$ cat src/rtl/i_mem_prefetch_pkg.sv
// Shared definitions for the prefetching instruction memory: control state
// encoding and the index-width helpers used to size the RAM.
package i_mem_prefetch_pkg;

    typedef enum logic [1:0] {
        ST_IDLE = 2'd0,  // no read in flight
        ST_READ = 2'd1,  // demand read in flight
        ST_PREF = 2'd2   // prefetch read in flight, buffer word is RAM output
    } state_e;

    // Ceiling log2 for elaboration-time sizing.
    function automatic int clog2_fn(input int n);
        int r;
        r = 0;
        while ((1 << r) < n) begin
            r = r + 1;
        end
        return r;
    endfunction

    // RAM index width; never zero so a single-word memory still has an index.
    function automatic int idx_width(input int depth);
        return (clog2_fn(depth) < 1) ? 1 : clog2_fn(depth);
    endfunction

endpackage

$ cat src/rtl/i_mem_prefetch_if.sv
// Fetch and program-load bus between the CPU fetch stage / bootloader
// (master) and the instruction memory (slave).
//
// Handshake: the master raises i_req with i_addr and holds i_addr stable
// until the cycle in which i_ack=1; i_ack is combinational and the word is
// transferred in that same cycle. i_rdata and i_oob are meaningful only when
// i_ack=1 and read as zero otherwise. ld_we is a single-cycle write strobe
// with no back-pressure. dbg_state mirrors the memory's control state.
interface i_mem_prefetch_if
    import i_mem_prefetch_pkg::*;
#(
    parameter int ADDR_WIDTH = 16,
    parameter int DATA_WIDTH = 8
);
    logic                  i_req;
    logic [ADDR_WIDTH-1:0] i_addr;
    logic                  i_ack;
    logic [DATA_WIDTH-1:0] i_rdata;
    logic                  i_oob;
    logic                  ld_we;
    logic [ADDR_WIDTH-1:0] ld_addr;
    logic [DATA_WIDTH-1:0] ld_data;
    state_e                dbg_state;

    modport master (
        output i_req, i_addr, ld_we, ld_addr, ld_data,
        input  i_ack, i_rdata, i_oob, dbg_state
    );

    modport slave (
        input  i_req, i_addr, ld_we, ld_addr, ld_data,
        output i_ack, i_rdata, i_oob, dbg_state
    );
endinterface

$ cat src/rtl/i_mem_prefetch_ram.sv
// Single-port synchronous RAM: one access per cycle, write wins over read,
// read data appears the cycle after the address is presented.
module i_mem_prefetch_ram #(
    parameter int DATA_WIDTH = 8,
    parameter int MEM_DEPTH  = 256,
    parameter int IDX_W      = 8
) (
    input  logic                  clk,
    input  logic                  en_i,
    input  logic                  we_i,
    input  logic [IDX_W-1:0]      idx_i,
    input  logic [DATA_WIDTH-1:0] wdata_i,
    output logic [DATA_WIDTH-1:0] rdata_o
);
    logic [DATA_WIDTH-1:0] mem_q [MEM_DEPTH];
    logic [DATA_WIDTH-1:0] rdata_q;

    // Port access: write when we_i, otherwise register the read word.
    always_ff @(posedge clk) begin
        if (en_i) begin
            if (we_i) begin
                mem_q[idx_i] <= wdata_i;
            end else begin
                rdata_q <= mem_q[idx_i];
            end
        end
    end

    assign rdata_o = rdata_q;
endmodule

$ cat src/rtl/i_mem_prefetch.sv
// Instruction memory with a one-entry sequential prefetch buffer and a
// run-time program-load port. Out-of-range fetches return FILL_DATA with
// i_oob set instead of aliasing into the array.
module i_mem_prefetch
    import i_mem_prefetch_pkg::*;
#(
    parameter int                    ADDR_WIDTH = 16,
    parameter int                    DATA_WIDTH = 8,
    parameter int                    MEM_DEPTH  = 256,
    parameter logic [DATA_WIDTH-1:0] FILL_DATA  = '0
) (
    input  logic       clk,
    input  logic       rst_n,
    i_mem_prefetch_if.slave bus
);
    localparam int                  IDX_W     = idx_width(MEM_DEPTH);
    localparam logic [ADDR_WIDTH:0] DEPTH_EXT = (ADDR_WIDTH + 1)'(MEM_DEPTH);

    state_e                state_q, state_d;
    logic [ADDR_WIDTH-1:0] rd_addr_q, rd_addr_d;
    logic [ADDR_WIDTH-1:0] pf_addr_q, pf_addr_d;
    logic                  pf_valid_q, pf_valid_d;
    logic [DATA_WIDTH-1:0] pf_data_q;

    logic                  ram_en, ram_we;
    logic [IDX_W-1:0]      ram_idx;
    logic [DATA_WIDTH-1:0] ram_rdata;

    logic                  fetch_in_range, ld_in_range;
    logic [ADDR_WIDTH-1:0] nxt_addr;
    logic                  nxt_carry;
    logic                  no_prefetch;
    logic [DATA_WIDTH-1:0] pf_word;
    logic                  ack, oob, ack_in;
    logic [DATA_WIDTH-1:0] rdata;

    // Range checks are done one bit wider so MEM_DEPTH == 2^ADDR_WIDTH works.
    assign fetch_in_range = ({1'b0, bus.i_addr} < DEPTH_EXT);
    assign ld_in_range    = ({1'b0, bus.ld_addr} < DEPTH_EXT);

    // Next sequential address; a carry out or reaching MEM_DEPTH stops prefetch.
    assign {nxt_carry, nxt_addr} = {1'b0, bus.i_addr} + {{ADDR_WIDTH{1'b0}}, 1'b1};
    assign no_prefetch = nxt_carry || ({1'b0, nxt_addr} == DEPTH_EXT);

    // While the prefetch read is in flight the buffer word is the RAM output.
    assign pf_word = (state_q == ST_PREF) ? ram_rdata : pf_data_q;

    i_mem_prefetch_ram #(
        .DATA_WIDTH (DATA_WIDTH),
        .MEM_DEPTH  (MEM_DEPTH),
        .IDX_W      (IDX_W)
    ) u_ram (
        .clk     (clk),
        .en_i    (ram_en),
        .we_i    (ram_we),
        .idx_i   (ram_idx),
        .wdata_i (bus.ld_data),
        .rdata_o (ram_rdata)
    );

    // Control: load, out-of-range, demand-read match, buffer hit, miss, prefetch.
    always_comb begin
        state_d    = ST_IDLE;
        rd_addr_d  = rd_addr_q;
        pf_addr_d  = pf_addr_q;
        pf_valid_d = pf_valid_q;
        ram_en     = 1'b0;
        ram_we     = 1'b0;
        ram_idx    = bus.i_addr[IDX_W-1:0];
        ack        = 1'b0;
        oob        = 1'b0;
        ack_in     = 1'b0;
        rdata      = '0;

        // Out-of-range fetches never touch the RAM or the buffer.
        if (bus.i_req && !fetch_in_range) begin
            ack   = 1'b1;
            oob   = 1'b1;
            rdata = FILL_DATA;
        end

        if (bus.ld_we) begin
            // A load invalidates everything that might hold the old word.
            pf_valid_d = 1'b0;
            state_d    = ST_IDLE;
            if (ld_in_range) begin
                ram_en  = 1'b1;
                ram_we  = 1'b1;
                ram_idx = bus.ld_addr[IDX_W-1:0];
            end
        end else if (bus.i_req && fetch_in_range) begin
            if (state_q == ST_READ && rd_addr_q == bus.i_addr) begin
                ack    = 1'b1;
                ack_in = 1'b1;
                rdata  = ram_rdata;
            end else if (pf_valid_q && pf_addr_q == bus.i_addr) begin
                ack    = 1'b1;
                ack_in = 1'b1;
                rdata  = pf_word;
            end else begin
                ram_en    = 1'b1;
                ram_idx   = bus.i_addr[IDX_W-1:0];
                rd_addr_d = bus.i_addr;
                state_d   = ST_READ;
                if (state_q == ST_PREF) begin
                    pf_valid_d = 1'b0;
                end
            end

            if (ack_in) begin
                if (no_prefetch) begin
                    pf_valid_d = 1'b0;
                    state_d    = ST_IDLE;
                end else begin
                    ram_en     = 1'b1;
                    ram_idx    = nxt_addr[IDX_W-1:0];
                    pf_addr_d  = nxt_addr;
                    pf_valid_d = 1'b1;
                    state_d    = ST_PREF;
                end
            end
        end
    end

    // Control state, addresses and buffer valid; reset cancels reads in flight.
    always_ff @(posedge clk or negedge rst_n) begin
        if (!rst_n) begin
            state_q    <= ST_IDLE;
            rd_addr_q  <= '0;
            pf_addr_q  <= '0;
            pf_valid_q <= 1'b0;
        end else begin
            state_q    <= state_d;
            rd_addr_q  <= rd_addr_d;
            pf_addr_q  <= pf_addr_d;
            pf_valid_q <= pf_valid_d;
        end
    end

    // Capture the prefetched word at the end of its bypass cycle.
    always_ff @(posedge clk or negedge rst_n) begin
        if (!rst_n) begin
            pf_data_q <= '0;
        end else if (state_q == ST_PREF) begin
            pf_data_q <= ram_rdata;
        end
    end

    assign bus.i_ack     = rst_n & ack;
    assign bus.i_oob     = rst_n & oob;
    assign bus.i_rdata   = rst_n ? rdata : '0;
    assign bus.dbg_state = state_q;
endmodule
$ cat src/flat_wrapper.sv
// flat-port wrapper written by rule: the top's interface ports become plain ports
module i_mem_prefetch_flat import i_mem_prefetch_pkg::*;
#(
    parameter int                    ADDR_WIDTH = 16,
    parameter int                    DATA_WIDTH = 8,
    parameter int                    MEM_DEPTH  = 256,
    parameter logic [DATA_WIDTH-1:0] FILL_DATA  = '0
)
  (clk, rst_n, bus_i_req, bus_i_addr, bus_ld_we, bus_ld_addr, bus_ld_data, bus_i_ack, bus_i_rdata, bus_i_oob, bus_dbg_state);
  i_mem_prefetch_if #(.ADDR_WIDTH(ADDR_WIDTH), .DATA_WIDTH(DATA_WIDTH)) bus_i ();
  input  logic clk;
  input  logic rst_n;
  input wire logic [$bits(bus_i.i_req)-1:0] bus_i_req;
  input wire logic [$bits(bus_i.i_addr)-1:0] bus_i_addr;
  input wire logic [$bits(bus_i.ld_we)-1:0] bus_ld_we;
  input wire logic [$bits(bus_i.ld_addr)-1:0] bus_ld_addr;
  input wire logic [$bits(bus_i.ld_data)-1:0] bus_ld_data;
  output wire logic [$bits(bus_i.i_ack)-1:0] bus_i_ack;
  output wire logic [$bits(bus_i.i_rdata)-1:0] bus_i_rdata;
  output wire logic [$bits(bus_i.i_oob)-1:0] bus_i_oob;
  output wire logic [$bits(bus_i.dbg_state)-1:0] bus_dbg_state;
  assign bus_i.i_req = bus_i_req;
  assign bus_i.i_addr = bus_i_addr;
  assign bus_i.ld_we = bus_ld_we;
  assign bus_i.ld_addr = bus_ld_addr;
  assign bus_i.ld_data = bus_ld_data;
  assign bus_i_ack = bus_i.i_ack;
  assign bus_i_rdata = bus_i.i_rdata;
  assign bus_i_oob = bus_i.i_oob;
  assign bus_dbg_state = bus_i.dbg_state;
  i_mem_prefetch #(.ADDR_WIDTH(ADDR_WIDTH), .DATA_WIDTH(DATA_WIDTH), .MEM_DEPTH(MEM_DEPTH), .FILL_DATA(FILL_DATA)) u_core (.clk(clk), .rst_n(rst_n), .bus(bus_i));
endmodule
$ cat config.mk
export PLATFORM = sky130hd
export DESIGN_NAME = i_mem_prefetch_flat
export DESIGN_NICKNAME = d
export VERILOG_FILES = /design/src/rtl/i_mem_prefetch_pkg.sv /design/src/rtl/i_mem_prefetch_if.sv /design/src/rtl/i_mem_prefetch_ram.sv /design/src/rtl/i_mem_prefetch.sv /design/src/flat_wrapper.sv
export SDC_FILE = /design/constraint.sdc
export NUM_CORES = 2
export LEC_CHECK = 0
export CAP_MARGIN = 20
export CORE_MARGIN = 3
export CORE_UTILIZATION = 40
export DETAILED_ROUTE_END_ITERATION = 8
export PLACE_DENSITY_LB_ADDON = 0.25
export SLEW_MARGIN = 20
export SYNTH_ARGS = -nofsm -noshare
export SYNTH_HDL_FRONTEND = slang
export SYNTH_SLANG_ARGS = --single-unit
$ cat constraint.sdc
create_clock -name clk -period 5.2 [get_ports clk]
set_clock_uncertainty 0.2 [all_clocks]
set_input_delay 1.56 -clock clk [delete_from_list [all_inputs] [get_ports clk]]
set_output_delay 1.56 -clock clk [all_outputs]
set_load 0.05 [all_outputs]
**Word level (Yosys, flattened, before mapping)**

Memory sizes are Yosys's and may differ from the RTL's. A register that Yosys moved wholly into a read port is not among the register bits.
Index checks and enable logic that the tools add are counted.

- $add $sub $neg: 1
- Magnitude comparators: 2
- Equal/unequal tests: 7
- Mux-type cells: 44
- Bitwise logic cells: 7
- Reductions and logical operators: 12

Operators with widths:

| cell | count |
|---|---|
| $mux W8 | 11 |
| $eq A16 B16 Y1 | 2 |
| $lt A16 B9 Y1 const B | 2 |
| $mux W1 | 28 |
| $add A16 B1 Y17 const B | 1 |
| $eq A16 B9 Y1 const B | 1 |
| $reduce_and A4 Y1 | 3 |
| $mux W2 | 5 |
| $ne A3 B3 Y1 const B | 2 |
| $not A1 Y1 | 5 |
| $logic_and A1 B1 Y1 | 4 |
| $reduce_bool A3 Y1 | 1 |
| $and A1 B1 Y1 | 2 |
| $eq A2 B1 Y1 const B | 1 |
| $eq A2 B2 Y1 const B | 1 |
| $reduce_and A2 Y1 | 1 |
| $reduce_bool A2 Y1 | 1 |
| $logic_not A1 Y1 | 1 |
| $logic_or A1 B1 Y1 | 1 |

- Bits in registers: 43
- Bits in writable memories: 2048
- Input bits: 44
- Output and inout bits: 12
- Word-level logic and storage cells: 79
- Memories kept: 1

Memory list:

| name | words | width | rd ports | clocked after Yosys merged registers in | write ports | line | RTL |
|---|---|---|---|---|---|---|---|
| u_core.u_ram.mem_q | 256 | 8 | 1 | 1 | 1 | i_mem_prefetch_ram.sv:15 | `logic [DATA_WIDTH-1:0] mem_q [MEM_DEPTH];` |

**Depth between registers and ports, before layout**

- Depth after elaboration: 11
- Gate-level depth with buffers: 19

**Cells and area by module**

From an unflattened synthesis, not the netlist that was laid out.

- Cell total of the unflattened synthesis: 3822
- Area, all modules: 81160.3 µm²

Modules (own cells, without submodules):

| module | instances | cells each | area an instance (µm²) |
|---|---|---|---|
| i_mem_prefetch_ram | 1 | 3526 | 78376.4 |
| i_mem_prefetch | 1 | 296 | 2783.9 |

**Worst setup path after synthesis**

Ideal clock, no wire load.

- Path type: input to register
- Start point: input bus_i_addr[0]
- End point: memory u_core.u_ram.mem_q[102][0] (enable)
- Setup time: 370 ps
- Data arrival time: 5236 ps
- Required time: 4630 ps
- Path slack: -606 ps
- Cell stages on the path: 15
- Path through: ha_1 nand4_1 or4_1 nor2_1 mux2_2 a311o_1 buf_4 o211a_1 a211o_1 buf_2 nor2_1 clkbuf_2 nand2_1 buf_2 nor2_1

- Longest elaborated chain between the ends: 11
- Elaborated cells between the ends (all ways): 26

RTL lines:

| item | line | RTL |
|---|---|---|
| start, declared | flat_wrapper.sv:14 | `input wire logic [$bits(bus_i.i_addr)-1:0] bus_i_addr;` |
| branches (longest 11 deep; another with $add A16 B1 Y17) | n/a |  |
| end, declared | i_mem_prefetch_ram.sv:15 |  |

Parallel ways; which one is timed is not known. The select of a mux whose other input is x is not followed.

**Worst setup path after layout**

- Start point: input bus_i_addr[9]
- End point: output bus_i_rdata[5]

- Longest elaborated chain between the ends: 7
- Elaborated cells between the ends (all ways): 11

RTL lines:

| item | line | RTL |
|---|---|---|
| branches (longest 4 deep; another with $lt A16 B9 Y1) | n/a |  |
| $mux W8 (*) | i_mem_prefetch.sv:91 | `end else if (bus.i_req && fetch_in_range) begin` |
| $mux W8 (*) | i_mem_prefetch.sv:82 | `if (bus.ld_we) begin` |
| $mux W8 (*) | i_mem_prefetch.sv:151 | `assign bus.i_rdata = rst_n ? rdata : '0;` |
| end, declared | flat_wrapper.sv:19 | `output wire logic [$bits(bus_i.i_rdata)-1:0] bus_i_rdata;` |

Mark *: on every way between the ends.

==> metrics.log <==
[metrics] result of the run: finished, violations left
[metrics] violated checks: setup timing
[metrics] standard cell core area: 0.2060 mm^2
[metrics] slowest cell on the critical path: sky130_fd_sc_hd__or3_4
[metrics] worst-case clock buffer depth: 3
[metrics] unrepaired setup endpoints after global routing: yes
[metrics] final core area utilization: between 50% and 60%
[metrics] via count of the first global-routing pass: 50860
[metrics] period utilisation layout: 106.9%
[metrics] initial antenna violation count: 5
[metrics] warnings from Yosys: 0
[metrics] worst-path maximum fanout: 5
[metrics] #FFs+latches synth: 2099
[metrics] clock latency reported for the late side of the worst-skew pair: roughly 0.85 ns
[metrics] total count of hold-check failures in the final report: 0
[metrics] Max rail drop VDD: 0.4083 mV
[metrics] ratio of routed vias to standard cells: 5.585
[metrics] Final Net Count: 6507
[metrics] number of cells in the design after placement: 8870
[metrics] Pins Over Slew Limit: 0
[metrics] FMAX: around 180 MHz
[metrics] synthesis-to-layout area growth: 26.20%
[metrics] Post-Place Worst Slack: -1.982 ns
[metrics] fraction of post-synthesis cell area in the top cell type by area: 74.02%
[metrics] total number of clock tree sinks: 2099
[metrics] number of unique standard cell types used by synthesis: a little under 70
[metrics] CTS Hold Buffers Added: 0
[metrics] leading post-synthesis cells by cell area: sky130_fd_sc_hd__edfxtp_1 (74%), sky130_fd_sc_hd__mux2i_1 (7.0%), sky130_fd_sc_hd__nand2_1 (4.3%)
[metrics] Initial Utilization: just over 40%
[metrics] number of buffer and inverter instances along the worst setup path: 6
[metrics] CTS H-tree lvls: 4
[metrics] required time at the endpoint of the critical path: 3.44 ns
[metrics] total CTS buffers: between 200 and 250
[metrics] root buffer cell: sky130_fd_sc_hd__clkbuf_16
[metrics] fraction of the yosys area taken by sequential cells: 75.31%
[metrics] cell family with the largest share of critical-path delay: simple AND/OR/NAND/NOR gates
[metrics] setup ws final: -0.3587 ns
[metrics] global placement routability congestion: around 0.93
[metrics] leakage component of the power: 36.31 nW
[metrics] post-synth net total: 5661
[metrics] maximum number of pins on one net before global-route repair: about 170
[metrics] kind of launch point of the worst setup path: primary input
[metrics] power density of the placed cells: roughly 340 mW/mm^2
[metrics] type of the tightest min-delay check: reg -> reg
[metrics] Routed WL: 245400 um
[metrics] number of DRC violations after detailed routing: 0
[metrics] area leader, netlist: sky130_fd_sc_hd__edfxtp_1
[metrics] count of boundary I/O pins: 56
[metrics] cells along the critical path: clkbuf_2 > buf_6 > buf_4 > xor2_1 > or3_1 > or3_4 > buf_12 > mux2i_4 > nor2_1 > buf_4 > buf_12
[metrics] overflow left after global routing: 0
[metrics] Tightest Pin Transition: 1.094 ns
[metrics] Min Clock Period, post-route: 5.559 ns
[metrics] setup violation total in the final timing report: 65
[metrics] number of search-and-repair iterations in the first detailed-routing pass: 6
[metrics] maximum single-stage delay on the critical path: around 0.49 ns
[metrics] synthesized area per cell: 14.85 um^2
[metrics] Finished Layout Cells: 9410
[metrics] width of the chip: 462.6 um
[metrics] share of flip-flops with an asynchronous set or reset after synthesis: 2.049%
[metrics] Max-Slew Margin vs Limit: 27.07%
[metrics] number of port buffers: 55
[metrics] Die Y-Extent: 462.6 um
[metrics] Critical Setup Path Class: in -> out
[metrics] global-route wire length before repair: between 300000 and 400000 um
[metrics] Setup crit end kind: output port
[metrics] antenna-violating nets left: 0
[metrics] WL/cell: ~26 um
[metrics] via total after detailed routing: 52550
[metrics] TritonCTS clock tree: built
[metrics] share of post-route cells with drive strength above 1: 25.40%
[metrics] commonest non-fill, non-tap cell in the layout: sky130_fd_sc_hd__edfxtp_1
[metrics] overall die area: between 0.2 and 0.25 mm^2
[metrics] number of flops mapped to enable cells by yosys: 2056
[metrics] top_reg_cell synth: sky130_fd_sc_hd__edfxtp_1
[metrics] combined global-route utilization of all metal layers: 22.06%
[metrics] Detail Placement HPWL: ~150000 um
[metrics] clock-pin slew on the worst setup and hold paths: 0.06 ns
[metrics] maximum capacitance violations: 0
[metrics] final-layout fill cell count: 17040
[metrics] top library cells by usage in the layout, fill and taps aside: sky130_fd_sc_hd__edfxtp_1 (2056), sky130_fd_sc_hd__nand2_1 (944), sky130_fd_sc_hd__buf_4 (650), sky130_fd_sc_hd__mux2i_1 (531), sky130_fd_sc_hd__nand3_1 (256)
[metrics] standard-cell row count: 166
[metrics] number of cells produced by synthesis: 5616
[metrics] R2R Setup Slk: 0.56 ns
[metrics] data arrival time at the worst-slack endpoint: 3.80 ns
[metrics] overall power after layout: 0.03551 W
[metrics] first-iteration detailed-routing DRC count: roughly 5800
[metrics] Netlist Area Pre-Place: between 0.08 and 0.09 mm^2
cells in the mapped netlist (43+ instances only):
master	instances
sky130_fd_sc_hd__edfxtp_1	2056
sky130_fd_sc_hd__nand2_1	962
sky130_fd_sc_hd__mux2i_1	584
sky130_fd_sc_hd__nor2_1	313
sky130_fd_sc_hd__nand3_1	268
sky130_fd_sc_hd__o22ai_1	226
sky130_fd_sc_hd__buf_2	219
sky130_fd_sc_hd__nand4_1	179
sky130_fd_sc_hd__a32oi_1	125
sky130_fd_sc_hd__o21ai_0	120
sky130_fd_sc_hd__clkbuf_1	100
sky130_fd_sc_hd__a21oi_1	87
sky130_fd_sc_hd__dfrtp_1	43
worst paths after layout:
check	end	cells past startpoint	from
worst max-delay path	bus_i_rdata[5]	11	bus_i_addr[9]
worst min-delay path	u_core.pf_data_q[6]$_DFF_PN0_	1	u_core.pf_data_q[6]$_DFF_PN0_
worst max register to register	u_core.u_ram.rdata_o[7]$_DFFE_PP_	22	u_core.rd_addr_q[1]$_DFFE_PN0P_
worst min register to register	u_core.pf_data_q[6]$_DFF_PN0_	1	u_core.pf_data_q[6]$_DFF_PN0_
max in group asynchronous	u_core.pf_addr_q[8]$_DFFE_PN0P_	2	rst_n
min in group asynchronous	u_core.rd_addr_q[5]$_DFFE_PN0P_	2	rst_n
sequential cells by signal, indices dropped and copies added, names as in the netlist:
signal / flops
u_core.bus.dbg_state: 2
u_core.pf_addr_q: 16
u_core.pf_data_q: 8
u_core.pf_valid_q: 1
u_core.rd_addr_q: 16
u_core.u_ram.mem_q: 2048
u_core.u_ram.rdata_o: 8
power by group:
| group | internal (W) | switching (W) |
|---|---|---|
| Clock | 0.00813 | 0.00644 |
| Sequential | 0.0186 | 0.00000159 |
| Combinational | 0.000906 | 0.00146 |
| Total | 0.0276 | 0.00790 |
layer usage:
| metal | track usage (%) | vias up | routed length [um] |
|---|---|---|---|
| met1 | 31.55 | 26690 | 105100 |
| met3 | 3.320 | 359 | 18450 |
| li1 | - | 23250 | - |
| met2 | 34.83 | 2261 | 114900 |
| met5 | 0 | - | 0 |
| met4 | 6.911 | 0 | 6928 |
layout make-up:
class / count / area [um^2] / share of cell area (%)
Clock inverter: 136 / 1104 / 1.048
Sequential cell: 2099 / 62820 / 59.67
Multi-Input combinational cell: 3151 / 21290 / 20.22
Inverter: 5 / 18.77 / 0.01783
Clock buffer: 252 / 5498 / 5.223
Tap cell: 2772 / 3468 / 3.295
Antenna cell: 1 / 2.502 / 0.002377
Timing Repair Buffer: 994 / 11070 / 10.52
stage by stage:
step	hold WS (ns)	cell area (um^2)	TNS (ns)
after CTS	0.2981	103200	-3.132
after detailed placement	0.2826	95050	-2136.32
after floorplan	0.2583	84560	-204.73
after global routing	0.3202	105300	-18.58
final	0.2940	105300	-4.333
after global placement	0.2777	95050	-2159.29
what timing repair did:
action                      CTS  global route
pin swaps                    51           122
setup endpoints to repair  1946          1324
setup buffers                59            71
resized for setup           242           308
gates cloned                 15            12
cells by family after synthesis:
group | count (synthesis) | synth area share, %
muxes | 601 | 7.238
DFF | 2099 | 75.31
AOI/OAI and AO/OA | 658 | 5.180
and+or+nand+nor | 1848 | 9.707
adders and majority gates | 1 | 0.01500
buffers and inverters | 366 | 2.099
xor gates and xnor gates | 43 | 0.4515
Power figures use the tool's default switching activity.
